`src/rtl/alu_operand_sequencer_pkg.sv`:
```
// alu_operand_sequencer_pkg: shared widths, ALU opcodes and sequencer FSM encoding.
package alu_operand_sequencer_pkg;

    localparam int AOS_AW   = 12;
    localparam int AOS_DW   = 19;
    localparam int AOS_NREG = 8;
    localparam int AOS_SELW = 3;

    typedef enum logic [2:0] {
        OP_ADD   = 3'd0,
        OP_DIV16 = 3'd1,
        OP_SUB   = 3'd2,
        OP_INC2  = 3'd3,
        OP_INC1  = 3'd4,
        OP_DEC1  = 3'd5,
        OP_MUL2  = 3'd6,
        OP_MUL4  = 3'd7
    } op_e;

    typedef enum logic [1:0] {
        S_IDLE  = 2'd0,
        S_DRIVE = 2'd1,
        S_WB    = 2'd2
    } state_e;

endpackage

```
`src/rtl/aos_regfile.sv`:
```
// aos_regfile: NREG x DW register file, r0 reads as zero; writeback beats an external load
// on the same register, while loads to other registers still land in the same cycle.
module aos_regfile #(
    parameter int AW   = 12,
    parameter int DW   = 19,
    parameter int NREG = 8,
    parameter int SELW = 3
) (
    input  logic            clk,
    input  logic            rst,
    input  logic            i_wb_en,
    input  logic [SELW-1:0] i_wb_sel,
    input  logic [DW-1:0]   i_wb_data,
    input  logic            i_ld_en,
    input  logic [SELW-1:0] i_ld_sel,
    input  logic [DW-1:0]   i_ld_data,
    input  logic [SELW-1:0] i_ra_sel,
    input  logic [SELW-1:0] i_rb_sel,
    input  logic [SELW-1:0] i_rd_sel,
    output logic [AW-1:0]   o_ra,
    output logic [DW-1:0]   o_rb,
    output logic [DW-1:0]   o_rd
);

    logic [DW-1:0] r_mem [NREG];

    always_ff @(posedge clk) begin
        for (int i = 0; i < NREG; i++) begin
            if (rst)
                r_mem[i] <= '0;
            else if (i != 0 && i_wb_en && i_wb_sel == SELW'(i))
                r_mem[i] <= i_wb_data;
            else if (i != 0 && i_ld_en && i_ld_sel == SELW'(i))
                r_mem[i] <= i_ld_data;
        end
    end

    assign o_ra = i_ra_sel == '0 ? '0 : r_mem[i_ra_sel][AW-1:0];
    assign o_rb = i_rb_sel == '0 ? '0 : r_mem[i_rb_sel];
    assign o_rd = i_rd_sel == '0 ? '0 : r_mem[i_rd_sel];

endmodule

```
`src/rtl/alu_operand_sequencer.sv`:
```
// alu_operand_sequencer: register-file front end sequencing operands to the ALU and writing results back.
// Defining ALU_FLAGS_EN adds the o_z/o_z1 result flags.
module alu_operand_sequencer
    import alu_operand_sequencer_pkg::*;
#(
    parameter int AW   = AOS_AW,
    parameter int DW   = AOS_DW,
    parameter int NREG = AOS_NREG,
    parameter int SELW = AOS_SELW
) (
    input  logic            clk,
    input  logic            rst,
    input  logic            i_req,
    input  logic [2:0]      i_op_in,
    input  logic [SELW-1:0] i_a_sel,
    input  logic [SELW-1:0] i_b_sel,
    input  logic [SELW-1:0] i_d_sel,
    output logic            o_busy,
    output logic            o_done,
    output logic [AW-1:0]   o_a_bus,
    output logic [DW-1:0]   o_b_bus,
    output logic [2:0]      o_op,
    input  logic [DW-1:0]   i_c_bus,
    input  logic            i_ld_en,
    input  logic [SELW-1:0] i_ld_sel,
    input  logic [DW-1:0]   i_ld_data,
    input  logic [SELW-1:0] i_rd_sel,
    output logic [DW-1:0]   o_rd_data
`ifdef ALU_FLAGS_EN
    ,
    output logic            o_z,
    output logic            o_z1
`endif
);

    state_e          r_state, w_next;
    logic            w_accept, w_wb;
    logic [SELW-1:0] r_d_lat;
    logic [DW-1:0]   r_res;
    logic            r_done;
    logic [AW-1:0]   w_ra;
    logic [DW-1:0]   w_rb;

    always_ff @(posedge clk) begin
        if (rst)
            r_state <= S_IDLE;
        else
            r_state <= w_next;
    end

    always_comb begin
        w_next = r_state == S_IDLE  ? (i_req ? S_DRIVE : S_IDLE) :
                 r_state == S_DRIVE ? S_WB : S_IDLE;
    end

    always_comb begin
        w_accept = r_state == S_IDLE && i_req;
        w_wb     = r_state == S_WB;
        o_busy   = r_state == S_DRIVE || r_state == S_WB;
    end

    // Operands are captured at acceptance so later loads cannot disturb the op in flight.
    always_ff @(posedge clk) begin
        if (rst) begin
            o_a_bus <= '0;
            o_b_bus <= '0;
            o_op    <= '0;
            r_d_lat <= '0;
            r_res   <= '0;
            r_done  <= 1'b0;
        end else begin
            if (w_accept) begin
                o_a_bus <= w_ra;
                o_b_bus <= w_rb;
                o_op    <= i_op_in;
                r_d_lat <= i_d_sel;
            end
            if (r_state == S_DRIVE)
                r_res <= i_c_bus;
            r_done <= w_wb;
        end
    end

    assign o_done = r_done;

`ifdef ALU_FLAGS_EN
    always_ff @(posedge clk) begin
        if (rst) begin
            o_z  <= 1'b0;
            o_z1 <= 1'b1;
        end else if (w_wb) begin
            o_z  <= r_res == '0;
            o_z1 <= r_res > DW'(1);
        end
    end
`endif

    aos_regfile #(
        .AW   (AW),
        .DW   (DW),
        .NREG (NREG),
        .SELW (SELW)
    ) u_regfile (
        .clk       (clk),
        .rst       (rst),
        .i_wb_en   (w_wb),
        .i_wb_sel  (r_d_lat),
        .i_wb_data (r_res),
        .i_ld_en   (i_ld_en),
        .i_ld_sel  (i_ld_sel),
        .i_ld_data (i_ld_data),
        .i_ra_sel  (i_a_sel),
        .i_rb_sel  (i_b_sel),
        .i_rd_sel  (i_rd_sel),
        .o_ra      (w_ra),
        .o_rb      (w_rb),
        .o_rd      (o_rd_data)
    );

endmodule

```
`config.mk`:
```
export PLATFORM = sky130hd
export DESIGN_NAME = alu_operand_sequencer
export DESIGN_NICKNAME = d
export VERILOG_FILES = /design/src/rtl/alu_operand_sequencer_pkg.sv /design/src/rtl/aos_regfile.sv /design/src/rtl/alu_operand_sequencer.sv
export SDC_FILE = /design/constraint.sdc
export NUM_CORES = 1
export LEC_CHECK = 0
export CORE_ASPECT_RATIO = 0.8
export CORE_MARGIN = 2
export CORE_UTILIZATION = 52
export DETAILED_ROUTE_END_ITERATION = 10
export PLACE_DENSITY = 0.74
export SETUP_SLACK_MARGIN = 0.2
export SYNTH_ARGS = -nofsm -noshare
export SYNTH_HDL_FRONTEND = slang
export SYNTH_SLANG_ARGS = --single-unit
```
`constraint.sdc`:
```
create_clock -name clk -period 4.2 [get_ports clk]
set_input_delay 1.26 -clock clk [delete_from_list [all_inputs] [get_ports clk]]
set_output_delay 1.26 -clock clk [all_outputs]
set_load 0.02 [all_outputs]
```
; ---- Word-level counts from Yosys, hierarchy flattened
; Memory sizes are Yosys's and may differ from the RTL's.
; Cells that the tools add are included.
[word_totals]
memories = 1
reg_bits = 59
ram_bits = 152
inputBits = 60
output_inout_bits = 55
[classes]
n_bitwise = 14
n_reduce_logical = 20
eq_ne = 16
mux = 71
[mem_list]
columns = memory, words, word_bits, rd, rd_clocked_by_memory_dff, write_ports, line_no
row1 = u_regfile.r_mem, 8, 19, 3, 0, 8, aos_regfile.sv:25  ; logic [DW-1:0] r_mem [NREG];
[op_table]
columns = cell, count
row1 = 2-to-1 mux 19 bit, 16
row2 = 2-to-1 mux 1 bit, 52
row3 = == test 3 bit (second input constant), 8
row4 = logical AND 1 bit, 15
row5 = bitwise OR 1 bit, 14
row6 = == test 3 x 2 -> 1 bit (second input constant), 4
row7 = 2-to-1 mux 12 bit, 1
row8 = logical NOT 3 bit, 3
row9 = == test 3 x 1 -> 1 bit (second input constant), 2
row10 = 2-to-1 mux 2 bit, 2
row11 = == test 2 x 1 -> 1 bit (second input constant), 1
row12 = == test 2 bit (second input constant), 1
row13 = logical NOT 2 bit, 1
row14 = logical OR 1 bit, 1

; ---- Longest topological paths before layout
[depth]
word_depth = 7
depth_mapped = 9
ltp_nobuf = 7

; ---- Hierarchy
; From an unflattened synthesis, not the netlist that was laid out.
[hier_totals]
hier_cells = 942
hier_area_um2 = 11081.9
[by_module_without_submodules]
columns = mod, seq_area_each_um2, area_per_inst_um2, cells_per_inst, n_inst
row1 = aos_regfile, 3993.8, 8600.7, 699, 1
row2 = alu_operand_sequencer, 1181.1, 2481.1, 243, 1

; ---- Worst setup path after synthesis
; Ideal clock, no wire load.
[synth_path]
path_kind = input to output
from = input i_rd_sel[1]
to = output o_rd_data[18]
required_ns = 2.940
cell_stages = 5
path_buffers = 2
path_slack_ns = 0.401
t_arrival_ns = 2.539
path_cell_list = nor2b_1 buf_1 clkbuf_1 a22oi_1 o21ai_0
[synth_between]
elab_chain_cells = 2
[synth_lines]
columns = item, line_no
row1 = "start, declared", alu_operand_sequencer.sv:27  ; input logic [SELW-1:0] i_rd_sel,
row2 = memory read (8 x 19 bit) / logical NOT 3 bit (equally long branches), -
row3 = 2-to-1 mux 19 bit (*), aos_regfile.sv:40  ; assign o_rd = i_rd_sel == '0 ? '0 : r_mem[i_rd_sel];
row4 = "end, declared", alu_operand_sequencer.sv:28  ; output logic [DW-1:0] o_rd_data
; Mark *: on every way between the ends. The rest lies on a longest branch, timed or not.

; ---- Final worst setup path
[layout_path]
from = input i_rd_sel[1]
to = output o_rd_data[11]
; The elaborated chain is that of the path after synthesis.

==> results.rst <==
.. list-table::
   :header-rows: 1

   * - Metric
     - Value
   * - Run status
     - finished, final reports clean
   * - Clock transition time at the flip-flop clock pins of the worst setup and hold paths
     - roughly 60 ps
   * - Multiplexer share of the synthesized area
     - 15.58%
   * - Max stage delay on crit path
     - 340 ps
   * - Wire length of the first global-routing pass
     - between 50 and 60 mm
   * - Number of enable-type register cells in the synthesized netlist
     - roughly 130
   * - Largest fanout of any net on the critical path
     - 16
   * - Data arrival time of the critical path
     - 2700 ps
   * - Number of optimization iterations in the first detailed-route pass
     - 5
   * - Worst hold path stage count
     - 2
   * - Hold Fails Final Rpt
     - 0
   * - Die area
     - 21880 um^2
   * - Post-synthesis sequential area ratio
     - 48.06%
   * - Routability congestion estimate
     - between 0.9 and 1
   * - Library cell occupying the most area in the post-synthesis netlist
     - sky130_fd_sc_hd__edfxtp_1
   * - Die boundary width
     - 164.9 um
   * - Most frequent cells in the layout
     - sky130_fd_sc_hd__edfxtp_1 (133), sky130_fd_sc_hd__a22o_1 (114), sky130_fd_sc_hd__clkdlybuf4s50_1 (90)
   * - Number of global-route vias before repair
     - 8330
   * - VDD IR max
     - 0.2116 mV
   * - Maximum number of pins on one net before global-route repair
     - 40
   * - Number of placed cells counting well taps
     - 1273
   * - Clock Tree Buf Depth
     - 2
   * - Gate Count Post-Synth
     - 927
   * - Clock latency of the later-clocked register in the worst-skew pair
     - about 440 ps
   * - Final cycle utilization of the critical path
     - between 90% and 100%
   * - Final worst hold slack
     - 459.8 ps
   * - Detailed-route DRC error count
     - 0
   * - Die Height
     - ~130 um
   * - Antenna Violating Nets Remaining
     - 0
   * - Avg Cell Area, Syn
     - between 10 and 15 um^2
   * - Data required time of the critical path
     - 2940 ps
   * - Final core occ
     - 62.41%
   * - Cell area after technology mapping
     - around 11000 um^2
   * - Crit path max-delay cell type
     - sky130_fd_sc_hd__mux2_2
   * - Number of pins with negative max-slew slack in the final report
     - 0
   * - Compound-cell area share of the yosys netlist
     - 21.59%
   * - Global router's overall resource usage
     - a little under a third
   * - Share of layout cells above drive strength 1
     - 18.27%
   * - Primary FF master, synth
     - sky130_fd_sc_hd__edfxtp_1
   * - Layout Cells excl Fill
     - 1309
   * - Total congestion overflow
     - 0
   * - PD cells
     - about 350 nW/um^2
   * - Cell Rows
     - between 40 and 50
   * - Final setup violation count
     - 0
   * - Share of the synthesized netlist area taken by xor and xnor gates
     - 0%
   * - Least-Margin Pin Slew
     - approximately 1300 ps
   * - Type of element launching the critical path
     - primary input
   * - Clock tree from TritonCTS
     - yes
   * - Total via count after detailed routing
     - 8883
   * - Leak pwr
     - 4.755 nW
   * - Root Buffer Master
     - sky130_fd_sc_hd__clkbuf_16
   * - Total clock sinks
     - around 190
   * - Port Buffers
     - 114
   * - Buffering stage count on the worst path with inverters included
     - 3
   * - DP Wirelength
     - 22.49 mm
   * - I/O pin total
     - between 100 and 150
   * - Yosys warning total
     - 0
   * - Detail-routed via count per cell
     - roughly 6.8
   * - Worst setup path category
     - in2out
   * - Post-route minimum period
     - 3961 ps
   * - Fraction of synthesis flops using an asynchronous set or reset pin
     - 0%
   * - Share of the synthesized area in the top cell type
     - 37.09%
   * - Endpoint kind of the worst setup timing path
     - primary output
   * - Final sum of negative setup slack
     - 0 ps
   * - Count of nets after finishing
     - 1090
   * - Worst slew margin relative to its limit
     - ~16%
   * - Number of buffers added to fix hold violations after cts
     - 0
   * - Number of levels in the clock H-tree
     - 4
   * - CORE AREA
     - 20520 um^2
   * - Most frequent standard cell in the layout excluding fill and tap cells
     - sky130_fd_sc_hd__edfxtp_1
   * - Path category of the worst min-delay check
     - reg2reg
   * - Setup repair after global routing missed its margin
     - false
   * - Largest cells by area after synthesis
     - sky130_fd_sc_hd__edfxtp_1 (37%), sky130_fd_sc_hd__dfxtp_1 (11%), sky130_fd_sc_hd__a22o_1 (9.3%), sky130_fd_sc_hd__mux2i_1 (7.5%), sky130_fd_sc_hd__mux4_2 (4.4%)
   * - Total detailed-routing wirelength
     - 34.64 mm
   * - Cell-by-cell listing of the critical path
     - clkbuf_4, buf_12, mux2_2, a221oi_1, a21oi_1, dlygate4sd2_1
   * - Area Growth Syn to Fin
     - 18.95%
   * - DRC marker count from the first detailed-route iteration
     - roughly 1300
   * - Number of diodes added for antenna fixing
     - 0
   * - Library cells used by synthesis
     - 56
   * - Antenna violations before repair
     - 0
   * - #FFs+latches synth
     - 192
   * - Power, Total
     - around 0.0045 W
   * - Fmax achieved
     - 0.2525 GHz
   * - Share of synthesized cell area in full adder, half adder and majority cells
     - 0.3486%
   * - Logic depth of the worst register-to-register path
     - 7
   * - Main combinational cell family by area after synthesis
     - compound AO/OA/AOI/OAI gates
   * - Count of filler cells inserted in the layout
     - approximately 1600
   * - Max Clock Skew
     - 9.984 ps
   * - CP top delay family
     - buffers and inverters
   * - Simple-Gate Fraction of Synth Area
     - 7.762%
   * - Number of max-cap violations
     - 0
   * - Wirelength per Cell
     - 26.46 um
   * - Initial cell density of the core
     - 52.47%
   * - Number of buffers created by CTS
     - 17
   * - WP depth
     - 6
   * - Number of nets in the synthesized netlist
     - ~1000
[repair_timing]
item | CTS | global route
gates cloned | 0 | 1
resized for setup | 19 | 5
hold endpoints to repair | 0 | 0
endpoints found under the setup margin | 19 | 6
setup buffers | 0 | 3
[report_power, final]
part / total (W) / internal (W) / switching (W)
combinational: 0.000749 / 0.000334 / 0.000415
clock: 0.00151 / 0.000801 / 0.000705
sequential: 0.00224 / 0.00214 / 0.000105
[metal layers]
metal | track usage [%] | part of all wire (%) | vias to the layer above | routed length [um]
met5 | 0 | 0 | - | 0
met4 | 10.53 | 2.7 | 0 | 920
met3 | 10.38 | 14 | 96 | 4744
met2 | 44.96 | 43 | 729 | 14830
met1 | 46.74 | 41 | 4220 | 14140
li1 | - | - | 3838 | -
[state kept, by name, indices dropped and copies added, names as in the netlist]
| signal | count |
|---|---|
| r_state | 2 |
| u_regfile.r_mem | 133 |
| r_res | 19 |
| r_d_lat | 3 |
| o_done | 1 |
| o_a_bus | 12 |
| o_b_bus | 19 |
| o_op | 3 |
[kinds of logic after synthesis]
group           count (synthesis)
compound gates                285
fa+ha+maj                       3
mux                           137
flops                         192
simple gates                  163
buf+inv                       147
[metrics by stage]
stage,setup WS [ps],instance area (um^2)
5_1_grt,210.3,12810
4_1_cts,196.9,12740
2_1_floorplan,401.0,10770
3_3_place_gp,-1.475,12230
3_5_place_dp,-17.41,12230
6_report,239.1,12810
[Yosys cell counts (22+ instances only)]
| master | count |
|---|---|
| sky130_fd_sc_hd__a221oi_1 | 34 |
| sky130_fd_sc_hd__buf_2 | 32 |
| sky130_fd_sc_hd__inv_1 | 41 |
| sky130_fd_sc_hd__clkbuf_1 | 30 |
| sky130_fd_sc_hd__dfxtp_1 | 59 |
| sky130_fd_sc_hd__mux2_2 | 30 |
| sky130_fd_sc_hd__a211oi_1 | 25 |
| sky130_fd_sc_hd__a21oi_1 | 34 |
| sky130_fd_sc_hd__nor2b_1 | 22 |
| sky130_fd_sc_hd__edfxtp_1 | 133 |
| sky130_fd_sc_hd__a22o_1 | 114 |
| sky130_fd_sc_hd__nor2_1 | 37 |
| sky130_fd_sc_hd__mux2i_1 | 81 |
| sky130_fd_sc_hd__nand2_1 | 48 |
[layout make-up]
| cell class | count | area (um^2) | area share [%] |
|---|---|---|---|
| sequential | 192 | 5175 | 40.40 |
| multi-input combinational | 588 | 4888 | 38.17 |
| timing repair buffer | 185 | 1710 | 13.35 |
| clock buffer | 21 | 471.7 | 3.683 |
| tap | 269 | 336.6 | 2.628 |
| inverter | 43 | 161.4 | 1.260 |
| clock inverter | 11 | 65.06 | 0.5080 |
[path summary, 6_finish.rpt]
kind / from / to / slack [ps]
hold / removal: o_op[1]$_SDFFE_PP0P_ / o_op[1]$_SDFFE_PP0P_ / 460
hold reg to reg: o_op[1]$_SDFFE_PP0P_ / o_op[1]$_SDFFE_PP0P_ / 460
setup / recovery: i_rd_sel[1] / o_rd_data[11] / 240
setup reg to reg: r_state[0]$_SDFF_PP0_ / u_regfile.r_mem[4][5]$_SDFFCE_PN0P_ / 1810
[worst min-delay path: cells and delay by family (launching register included)]
family | cells | cell delay (ps)
DFF | 1 | 310
and+or+nand+nor | 1 | 50
AOI/OAI and AO/OA | 1 | 50
Power figures use the tool's default switching activity.
